==> src/rtl/y_scale_rom_reader.sv <==
// rtl/y_scale_rom_reader.sv - y-scale coefficient ROM fetch engine with credit-limited skid FIFO
module y_scale_rom_reader #(
  parameter int ADDR_WIDTH = 10,
  parameter int DATA_WIDTH = 32,
  parameter int RD_LATENCY = 2,
  parameter int CNT_WIDTH  = 11
) (
  input  logic                  clk,
  input  logic                  rst_n,
  input  logic                  start,
  input  logic [ADDR_WIDTH-1:0] cfg_base_addr,
  input  logic [CNT_WIDTH-1:0]  cfg_lines,
  output logic                  busy,
  output logic                  done,
  output logic [ADDR_WIDTH-1:0] rom_addr,
  output logic                  rom_clk_en,
  input  logic [DATA_WIDTH-1:0] rom_rd_data,
  output logic                  m_valid,
  input  logic                  m_ready,
  output logic [DATA_WIDTH-1:0] m_data,
  output logic [CNT_WIDTH-1:0]  m_index,
  output logic                  m_last
);

  // Enough slots to hold every read in the latency pipe plus two for the output side.
  localparam int FIFO_DEPTH = RD_LATENCY + 2;
  localparam int PTR_W      = $clog2(FIFO_DEPTH);
  localparam int FCNT_W     = $clog2(FIFO_DEPTH + 1);

  localparam logic [1:0] S_IDLE  = 2'd0;
  localparam logic [1:0] S_ISSUE = 2'd1;
  localparam logic [1:0] S_DRAIN = 2'd2;

  logic [1:0]            state;
  logic [ADDR_WIDTH-1:0] next_addr;
  logic [CNT_WIDTH-1:0]  lines_q;
  logic [CNT_WIDTH-1:0]  issued;

  logic [RD_LATENCY-1:0] pipe_vld;
  logic [RD_LATENCY-1:0] pipe_last;
  logic [CNT_WIDTH-1:0]  pipe_idx [RD_LATENCY];

  logic [DATA_WIDTH-1:0] fifo_data [FIFO_DEPTH];
  logic [CNT_WIDTH-1:0]  fifo_idx  [FIFO_DEPTH];
  logic [FIFO_DEPTH-1:0] fifo_last;
  logic [PTR_W-1:0]      wr_ptr;
  logic [PTR_W-1:0]      rd_ptr;
  logic [FCNT_W-1:0]     fifo_count;

  int   inflight;
  logic issue;
  logic issue_last;
  logic push;
  logic pop;

  function automatic logic [PTR_W-1:0] ptr_inc(input logic [PTR_W-1:0] p);
    return (p == PTR_W'(FIFO_DEPTH - 1)) ? '0 : p + 1'b1;
  endfunction

  // Count reads still travelling through the ROM latency pipe.
  always_comb begin
    inflight = 0;
    for (int i = 0; i < RD_LATENCY; i++) begin
      if (pipe_vld[i]) inflight = inflight + 1;
    end
  end

  // A read is only launched if a FIFO slot is already reserved for its result.
  assign issue      = (state == S_ISSUE) && ((int'(fifo_count) + inflight) < FIFO_DEPTH);
  assign issue_last = (issued == lines_q - 1'b1);
  assign push       = pipe_vld[RD_LATENCY-1];
  assign pop        = m_valid && m_ready;

  assign busy    = (state != S_IDLE);
  assign m_valid = (fifo_count != '0);
  assign m_data  = fifo_data[rd_ptr];
  assign m_index = fifo_idx[rd_ptr];
  assign m_last  = fifo_last[rd_ptr];

  // Run control: latch configuration, walk the address range, finish on the last accepted beat.
  always_ff @(posedge clk or negedge rst_n) begin
    if (!rst_n) begin
      state     <= S_IDLE;
      next_addr <= '0;
      lines_q   <= '0;
      issued    <= '0;
      done      <= 1'b0;
    end else begin
      done <= 1'b0;
      case (state)
        S_IDLE: begin
          if (start) begin
            next_addr <= cfg_base_addr;
            lines_q   <= cfg_lines;
            issued    <= '0;
            if (cfg_lines != '0) state <= S_ISSUE;
            else                 done  <= 1'b1;
          end
        end
        S_ISSUE: begin
          if (issue) begin
            next_addr <= next_addr + 1'b1;
            issued    <= issued + 1'b1;
            if (issue_last) state <= S_DRAIN;
          end
        end
        S_DRAIN: begin
          if (pop && m_last) begin
            state <= S_IDLE;
            done  <= 1'b1;
          end
        end
        default: state <= S_IDLE;
      endcase
    end
  end

  // Registered ROM address and clock enable, updated on every issued read.
  always_ff @(posedge clk or negedge rst_n) begin
    if (!rst_n) begin
      rom_addr   <= '0;
      rom_clk_en <= 1'b0;
    end else begin
      rom_clk_en <= issue;
      if (issue) rom_addr <= next_addr;
    end
  end

  // Tag pipe mirroring the ROM latency so each result arrives with its index and last flag.
  always_ff @(posedge clk or negedge rst_n) begin
    if (!rst_n) begin
      pipe_vld  <= '0;
      pipe_last <= '0;
      for (int i = 0; i < RD_LATENCY; i++) pipe_idx[i] <= '0;
    end else begin
      pipe_vld[0]  <= issue;
      pipe_last[0] <= issue && issue_last;
      pipe_idx[0]  <= issued;
      for (int i = 1; i < RD_LATENCY; i++) begin
        pipe_vld[i]  <= pipe_vld[i-1];
        pipe_last[i] <= pipe_last[i-1];
        pipe_idx[i]  <= pipe_idx[i-1];
      end
    end
  end

  // Skid FIFO: capture ROM data at the pipe tail, present the head first-word-fall-through.
  always_ff @(posedge clk or negedge rst_n) begin
    if (!rst_n) begin
      for (int i = 0; i < FIFO_DEPTH; i++) begin
        fifo_data[i] <= '0;
        fifo_idx[i]  <= '0;
      end
      fifo_last  <= '0;
      wr_ptr     <= '0;
      rd_ptr     <= '0;
      fifo_count <= '0;
    end else begin
      if (push) begin
        fifo_data[wr_ptr] <= rom_rd_data;
        fifo_idx[wr_ptr]  <= pipe_idx[RD_LATENCY-1];
        fifo_last[wr_ptr] <= pipe_last[RD_LATENCY-1];
        wr_ptr            <= ptr_inc(wr_ptr);
      end
      if (pop) rd_ptr <= ptr_inc(rd_ptr);
      case ({push, pop})
        2'b10:   fifo_count <= fifo_count + 1'b1;
        2'b01:   fifo_count <= fifo_count - 1'b1;
        default: fifo_count <= fifo_count;
      endcase
    end
  end

endmodule

==> config.mk <==
export PLATFORM = sky130hd
export DESIGN_NAME = y_scale_rom_reader
export DESIGN_NICKNAME = d
export VERILOG_FILES = /design/src/rtl/y_scale_rom_reader.sv
export SDC_FILE = /design/constraint.sdc
export NUM_CORES = 1
export LEC_CHECK = 0
export CORE_ASPECT_RATIO = 0.7
export CORE_MARGIN = 5
export CORE_UTILIZATION = 50
export DETAILED_ROUTE_END_ITERATION = 10
export PLACE_DENSITY_LB_ADDON = 0.05
export SLEW_MARGIN = 20
export SYNTH_ARGS = -nofsm -noshare
export SYNTH_HDL_FRONTEND = slang
export SYNTH_SLANG_ARGS = --single-unit
==> constraint.sdc <==
create_clock -name clk -period 4.2 [get_ports clk]
set_clock_uncertainty 0.15 [all_clocks]
set_input_delay 0.84 -clock clk [delete_from_list [all_inputs] [get_ports clk]]
set_output_delay 0.84 -clock clk [all_outputs]
set_load 0.05 [all_outputs]
Word-level counts from Yosys, hierarchy flattened
Cells that the tools add are included.
{"block": "op_classes", "n_reduce_logical": 15, "magnitude_cmp": 7, "n_bitwise": 2, "addsub": 9, "eq_ne": 12, "muxes": 38}
{"cell": "bitwise mux 128 bit", "count": 1}
{"cell": "two-way mux 32 bit", "count": 4}
{"cell": "binary-select mux 32 bit (select 2 bit)", "count": 1}
{"cell": "demux 32 bit (select 2 bit)", "count": 1}
{"cell": "two-way mux 11 bit", "count": 5}
{"cell": "bitwise mux 44 bit", "count": 1}
{"cell": "adder 32 x 2 -> 32 bit (second input constant)", "count": 1}
{"cell": "adder 4 x 32 -> 32 bit", "count": 1}
{"cell": "less-than comparator 32 x 4 -> 1 bit (second input constant)", "count": 1}
{"cell": "binary-select mux 11 bit (select 2 bit)", "count": 1}
{"cell": "demux 11 bit (select 2 bit)", "count": 1}
{"cell": "one-hot mux 11 bit (2 select lines)", "count": 1}
{"cell": "two-way mux 10 bit", "count": 2}
{"cell": "one-hot mux 10 bit (2 select lines)", "count": 1}
{"cell": "two-way mux 2 bit", "count": 7}
{"cell": "adder 11 x 1 -> 11 bit (second input constant)", "count": 1}
{"cell": "== test 11 bit", "count": 1}
{"cell": "nonzero test 11 bit", "count": 1}
{"cell": "subtractor 11 x 1 -> 11 bit (second input constant)", "count": 1}
{"cell": "adder 10 x 1 -> 10 bit (second input constant)", "count": 1}
{"cell": "inequality test 2 bit (second input constant)", "count": 5}
{"cell": "== test 2 bit (second input constant)", "count": 4}
{"cell": "greater-or-equal comparator 3 bit (second input constant)", "count": 2}
{"cell": "logical AND 1 bit", "count": 6}
{"cell": "21 further kinds", "count": 32}
{"block": "totals", "word_cells": 106, "output_inout_bits": 58, "reg_bits": 255, "input_bits": 57}

Depth between registers and ports, before layout
Gate-level depths: netlist of the first run.
{"block": "logic_depth", "word_depth": 8, "ltp_mapped": 9}

Worst setup path after synthesis of the first run
OpenSTA, ideal clock, no wires.
{"block": "synth_timing", "path_kind": "reg2out", "start": "register rd_ptr[0]", "end": "output m_data[10]", "path_slack_ns": 1.631, "path_buffers": 2, "required_time_ns": 3.210, "path_stages_with_launch": 4, "arrival_ns": 1.579, "path_cell_list": "dfrtp_1 buf_2 buf_2 mux4_2"}
{"block": "synth_between", "elab_chain_len": 4}
{"item": "from (decl)", "line_no": "47", "rtl": "logic [PTR_W-1:0] rd_ptr;"}
{"item": "from (signal assigned)", "line_no": "165", "rtl": "if (pop) rd_ptr <= ptr_inc(rd_ptr);"}
{"item": "inverter 2 -> 3 bit (implied by the code)", "line_no": "76", "rtl": "assign m_data = fifo_data[rd_ptr];"}
{"item": "binary-select mux 32 bit (select 2 bit)", "line_no": "76"}
{"item": "two-way mux 32 bit (implied by the code) (2 in series)", "line_no": "76"}
{"item": "to (decl)", "line_no": "20", "rtl": "output logic [DATA_WIDTH-1:0] m_data,"}
No other way between the ends. The select of a mux whose other input is x is not followed.

Worst setup path in the final report of the first run
{"block": "layout_timing", "start": "register rd_ptr[0]", "end": "output m_data[29]"}
The elaborated chain is that of the path after synthesis.

==> results of run 1 <==
## sequential cells by signal, indices dropped and copies added, names as in the netlist
name,cells
done,1
fifo_count,3
fifo_data,128
fifo_idx,44
fifo_last,4
issued,11
lines_q,11
next_addr,10
pipe_idx,22
pipe_last,2
pipe_vld,2
rd_ptr,2
rom_addr,10
state,2
wr_ptr,2
## worst min-delay path by stage
stage / start / depth (start not counted) / to
4_1_cts: pipe_idx[15]$_DFF_PN0_ / 0 / pipe_idx[4]$_DFF_PN0_
3_3_place_gp: pipe_idx[15]$_DFF_PN0_ / 0 / pipe_idx[4]$_DFF_PN0_
5_1_grt: pipe_idx[15]$_DFF_PN0_ / 0 / pipe_idx[4]$_DFF_PN0_
6_report: rst_n / 1 / lines_q[8]$_DFFE_PN0P_
3_5_place_dp: pipe_idx[15]$_DFF_PN0_ / 0 / pipe_idx[4]$_DFF_PN0_
2_1_floorplan: pipe_idx[11]$_DFF_PN0_ / 0 / pipe_idx[0]$_DFF_PN0_
## power breakdown
part | leakage (nW) | internal (mW) | switching (mW)
clock | 0.416 | 1.33 | 0.918
combinational | 2.24 | 2.51 | 3.01
sequential | 3.13 | 3.45 | 0.789
total | 5.79 | 7.29 | 4.72
## through the flow
step	power (mW)	utilization [%]	cell area [um2]	cells
6_report	12.0	61.5	13300	1187
5_1_grt	12.7	61.5	13300	1187
4_1_cts	12.1	61.5	13300	1187
3_5_place_dp	9.86	57.7	12500	1143
3_3_place_gp	9.67	57.7	12500	1143
2_1_floorplan	8.15	-	11000	773
## layer usage
metal,vias up,track usage [%],wire [um]
met5,-,0,0
met4,0,3.10,326
met3,30,3.88,1120
met2,141,29.8,10500
met1,3415,28.1,11300
li1,3029,-,-
## layout by cell type, fill, tap and decap left out, types with 5 or more instances in the layout
master | synthesis | final
nand2_1 | 78 | 74
nor4_1 | 7 | 7
a21oi_1 | 19 | 19
clkinv_2 | 0 | 7
dfrtp_1 | 254 | 252
nand3_1 | 9 | 9
xor2_1 | 8 | 8
nor3_1 | 6 | 6
nand2b_1 | 7 | 7
mux2_2 | 178 | 178
clkbuf_16 | 0 | 25
clkdlybuf4s50_1 | 0 | 113
nand2_2 | 1 | 5
mux4_2 | 44 | 44
nand4_1 | 7 | 7
clkbuf_8 | 0 | 7
inv_1 | 11 | 11
xnor2_1 | 17 | 17
nor2_1 | 22 | 22
buf_4 | 1 | 12
o22ai_1 | 5 | 5
o21ai_0 | 14 | 14
ha_1 | 11 | 11
## area by class of cell
| cell class | instances | area share (%) |
|---|---|---|
| flip-flops and latches | 254 | 47.7 |
| multi-input cells | 468 | 33.5 |
| repair buffers | 128 | 9.57 |
| clock buffers | 33 | 5.44 |
| well taps | 282 | 2.65 |
| clock inverters | 11 | 0.826 |
| inverters | 11 | 0.310 |
## logic make-up after synthesis
family | count (synthesis) | share of synthesized area (%)
AOI/OAI and AO/OA | 52 | 2.95
xor gates and xnor gates | 25 | 1.99
adders and majority gates | 12 | 1.43
buffers and inverters | 51 | 1.86
DFF | 254 | 57.7
muxes | 223 | 27.3
and+or+nand+nor | 156 | 6.83
==> impl_metrics.csv, run 1 <==
group,metric,value,unit
finish,drive_above_1_share,32.6,%
power,power.leakage,5.79,nW
synth,synth_top_area_cell,"dfrtp_1",
route,via_per_inst,5.57,
synth,synth_cells,773,
grt,grt_pass1_vias,7258,
clock_network,cts_buffer_depth,3,
clock_network,worstSkewPairLatency,510,ps
grt,grt-ovfl-total,0,
worst_setup_path,worstPathMaxFanout,32,
worst_setup_path,crit_path_start,"rd_ptr[0]$_DFFE_PN0P_",
placed_design,gp_congestion,0.839,
sta,max_slew.worst_pin.slew,887,ps
route,wl_per_cell,19.6,um
worst_setup_path,critPathCapture,"m_data[29]",
worst_setup_path,crit_cells,3,
clock_network,cts_tree,"done",
worst_setup_path,slowest_delay,870,ps
sta,finalCriticalPeriod,3880,ps
floorplanning,die_area,0.0252,mm2
floorplanning,start_util,50.8,%
worst_setup_path,r2r_cells,8,
route,drt_iter0_drc,270,
power,cellPowerDensity,900,mW/mm2
synth,synth_edf_count,0,
worst_setup_path,crit_path_end_kind,"output port",
sta,rsz0062_at_grt,"false",
floorplanning,ios,115,
finish,syn_to_final_growth,21.0,%
synth,synth_area,0.0110,mm2
synth,ys_warn_count,0,
grt,grt_max_degree,108,
clock_network,cts_sinks,254,
synth,postSynth.asyncResetShare,100,%
placed_design,dp_hpwl,15500,um
finish,n_antenna_cell,0,
route,ant_nets,0,
worst_hold_path,hold_path.class,"input port to asynchronous set/reset pin",
finish,seqCellArea,0.00636,mm2
sta,max_freq,258,MHz
finish,fill_cells,1658,
synth,synth_common_cells,"dfrtp_1, mux2_2, nand2_1",
power,ir_drop,461,uV
finish,multi_input_area,0.00447,mm2
worst_setup_path,rr_startpoint,"pipe_vld[1]$_DFF_PN0_",
route,drt-total-wl,23300,um
grt,grt_use_total,18.9,%
floorplanning,dieHeight,134,um
route,drc,0,
synth,synth_most_common_cell,"dfrtp_1",
worst_setup_path,reg2reg_to,"issued[9]$_DFFE_PN0P_",
synth,syn_nets,842,
worst_setup_path,required,3210,ps
flow_run,cap_violations,0,
clock_network,htree_num_levels,1,
synth,synth_ff_type,"dfrtp_1",
run_status,status,"complete, no violations",
synth,synth_cell_types,50,
grt,antenna_found_initial,0,
finish,final_nets,957,
floorplanning,die_x,187,um
grt,grt_first_pass_wirelength,39200,um
clock_network,cts_hold_buffers,0,
worst_setup_path,crit_slowest_cell,"dfrtp_4",
clock_network,cts-root-buf,"clkbuf_16",
sta,worst_slack,320,ps
placed_design,port_buffers,114,
worst_setup_path,critPathBufInv,2,
placed_design,place_ws,769,ps
worst_setup_path,start_kind,"flip-flop",
clock_network,cts_setup_buffers,0,
route,first_pass_iters,5,
floorplanning,rows,45,
sta,hold_viol,0,
sta,max_slew_margin,40.7,%
synth,ys_seq_elements,254,
worst_setup_path,crit_chain,"buf_12 > mux4_2 > clkdlybuf4s50_1",
route,vias,6615,
synth,synthTopCellsByArea,"dfrtp_1, mux2_2, mux4_2, nand2_1, xnor2_1",
sta,setup_tns,0,ps
sta,maxSlewViolCount,0,
worst_setup_path,reg2reg_slack,1390,ps
worst_setup_path,worst_ep_arrival_time,2890,ps
worst_setup_path,worstSetupPathType,"flip-flop to output port",
clock_network,path_clk_slew,60,ps
sta,setup_viol_count_final,0,
synth,avgSynthCellArea,14.3,um2
floorplanning,coreArea,0.0217,mm2
synth,netlist.area_leader.share,57.7,%
worst_setup_path,critical_path.top_delay_family,"buffers and inverters",
clock_network,post_cts_resized,0,
sta,post-route-period-util,92.4,%
clock_network,cts_inserted_buffers,25,
sta,fin_hold_ws,198,ps
synth,ys_seq_area_share,57.7,%
No activity file was read; power rests on OpenSTA's default activity.
==> run 2: changes to the inputs <==
- CORE_ASPECT_RATIO: 0.7 -> not set
==> run 2 against run 1 <==
Effect of this change:
- non-clock buffer count is 2 lower
- critical path depth stayed put
- hold slack worse by 5.2 ps
- core utilization is 0.12 points higher
- sequential share of layout area is 0.27 points lower
- count of clock-buffer cells in the layout is 6 higher
- wire length is 0.90% lower
- total power is 1.3% higher
==> impl_metrics.csv, run 2 (same netlist as run 1, synthesis figures left out) <==
group,metric,value,unit
sta,max_slew_margin,35.5,%
power,power.leakage,5.82,nW
worst_setup_path,slowest_delay,750,ps
sta,rsz0062_at_grt,"false",
clock_network,worstSkewPairLatency,530,ps
worst_setup_path,rr_startpoint,"pipe_vld[1]$_DFF_PN0_",
floorplanning,ios,115,
clock_network,cts_inserted_buffers,27,
worst_setup_path,worstSetupPathType,"flip-flop to output port",
floorplanning,start_util,50.7,%
grt,grt_first_pass_wirelength,38500,um
finish,layout_commonest_cell,"dfrtp_1",
route,drt-total-wl,23100,um
placed_design,gp_congestion,0.793,
grt,antenna_found_initial,0,
grt,grt_max_degree,114,
grt,grt_pass1_vias,7414,
grt,grt_use_total,19.2,%
worst_setup_path,critPathCapture,"m_last",
clock_network,cts_sinks,254,
floorplanning,dieHeight,158,um
placed_design,placedCellCount,1139,
placed_design,dp_hpwl,15000,um
route,first_pass_iters,4,
clock_network,cts_buffer_depth,3,
grt,grt-ovfl-total,0,
worst_setup_path,required,3210,ps
worst_hold_path,hold_path.class,"flip-flop to flip-flop",
sta,max_freq,263,MHz
finish,largest_reg_flops,128,
floorplanning,die_area,0.0251,mm2
clock_network,post_cts_resized,0,
worst_setup_path,reg2reg_slack,1370,ps
sta,max_slew.worst_pin.slew,964,ps
worst_setup_path,crit_chain,"buf_12 > mux4_2 > clkdlybuf4s50_1",
clock_network,cts_tree,"done",
finish,stdcell_area,0.0134,mm2
finish,largestRegisters,"fifo_data x128, fifo_idx x44, pipe_idx x22",
floorplanning,rows,54,
worst_setup_path,crit_path_start,"rd_ptr[0]$_DFFE_PN0P_",
route,vias,6632,
clock_network,cts_setup_buffers,0,
clock_network,htree_num_levels,1,
run_status,status,"complete, no violations",
sta,post-route-period-util,90.5,%
power,power,12.2,mW
sta,finalCriticalPeriod,3800,ps
finish,finalNonFillerCells,1186,
worst_setup_path,worstPathMaxFanout,20,
finish,layout_common_cells,"dfrtp_1, mux2_2, clkdlybuf4s50_1, nand2_1, mux4_2",
flow_run,cap_violations,0,
clock_network,cts_hold_buffers,0,
placed_design,port_buffers,114,
worst_setup_path,r2r_cells,8,
finish,final_nets,957,
finish,drive_above_1_share,32.1,%
worst_setup_path,reg2reg_to,"issued[7]$_DFFE_PN0P_",
route,drt_iter0_drc,193,
finish,largest_register,"fifo_data",
placed_design,post_dp_cell_area,0.0125,mm2
power,cellPowerDensity,907,mW/mm2
worst_setup_path,crit_path_end_kind,"output port",
worst_setup_path,worst_ep_arrival_time,2810,ps
power,ir_drop,425,uV
worst_setup_path,start_kind,"flip-flop",
finish,n_antenna_cell,0,
sta,maxSlewViolCount,0,
route,via_per_inst,5.59,
floorplanning,die_x,158,um
clock_network,path_clk_slew,60,ps
sta,setup_viol_count_final,0,
clock_network,cts-root-buf,"clkbuf_16",
finish,syn_to_final_growth,21.7,%
worst_hold_path,hp-start,"pipe_idx[12]$_DFF_PN0_",
floorplanning,coreArea,0.0218,mm2
route,ant_nets,0,
route,drc,0,
route,wl_per_cell,19.5,um
sta,hold_viol,0,
worst_setup_path,crit_slowest_cell,"clkdlybuf4s50_1",
sta,setup_tns,0,ps
run 2: changes by cell type in the layout (fill, tap and decap cells not counted), sizes merged:
| cell | before | now |
|---|---|---|
| clkbuf | 33 | 39 |
| buf | 15 | 13 |
| bufinv | 2 | 3 |
| clkinv | 7 | 4 |
| clkinvlp | 2 | 0 |
| inv | 11 | 12 |
run 2: worst min-delay path by stage:
stage	cells after the start	end	slack (ps)
final	0	pipe_idx[1]$_DFF_PN0_	190
after floorplan	0	pipe_idx[0]$_DFF_PN0_	180
after global routing	0	pipe_idx[6]$_DFF_PN0_	200
after global placement	0	pipe_idx[1]$_DFF_PN0_	180
after detailed placement	0	pipe_idx[9]$_DFF_PN0_	180
after CTS	0	pipe_idx[1]$_DFF_PN0_	200
run 2: layout make-up:
cell class	instances	area [um2]
sequential	254	6360
timing repair buffer	126	1290
tap	280	350
multi-input combinational	468	4470
fill	1668	8340
inverter	11	41.3
clock buffer	39	781
clock inverter	8	123
run 2: report_power, final:
part           internal [mW]  switching [mW]
combinational           2.52            3.03
sequential              3.46           0.758
clock                   1.47           0.935
run 2: stage by stage:
step	worst slack [ps]	hold slack, ps	util (%)
global route	250	198	61.7
floorplan	1630	181	-
detailed placement	892	185	57.5
finish	400	193	61.7
global placement	910	183	57.5
CTS	318	196	61.7
run 2: worst max-delay path, delay by kind of cell (launching register included):
kind | cells | cell delay [ps]
mux | 1 | 550
buf+inv | 2 | 1010
flops | 1 | 700
run 2: routing by layer:
layer  share of wire (%)  GRT usage [%]  routed length [um]
met1                  43           25.4                9920
met2                  51           33.6               11800
met3                 3.9           3.02                 907
met4                 2.2           4.96                 503
met5                   0              0                   0
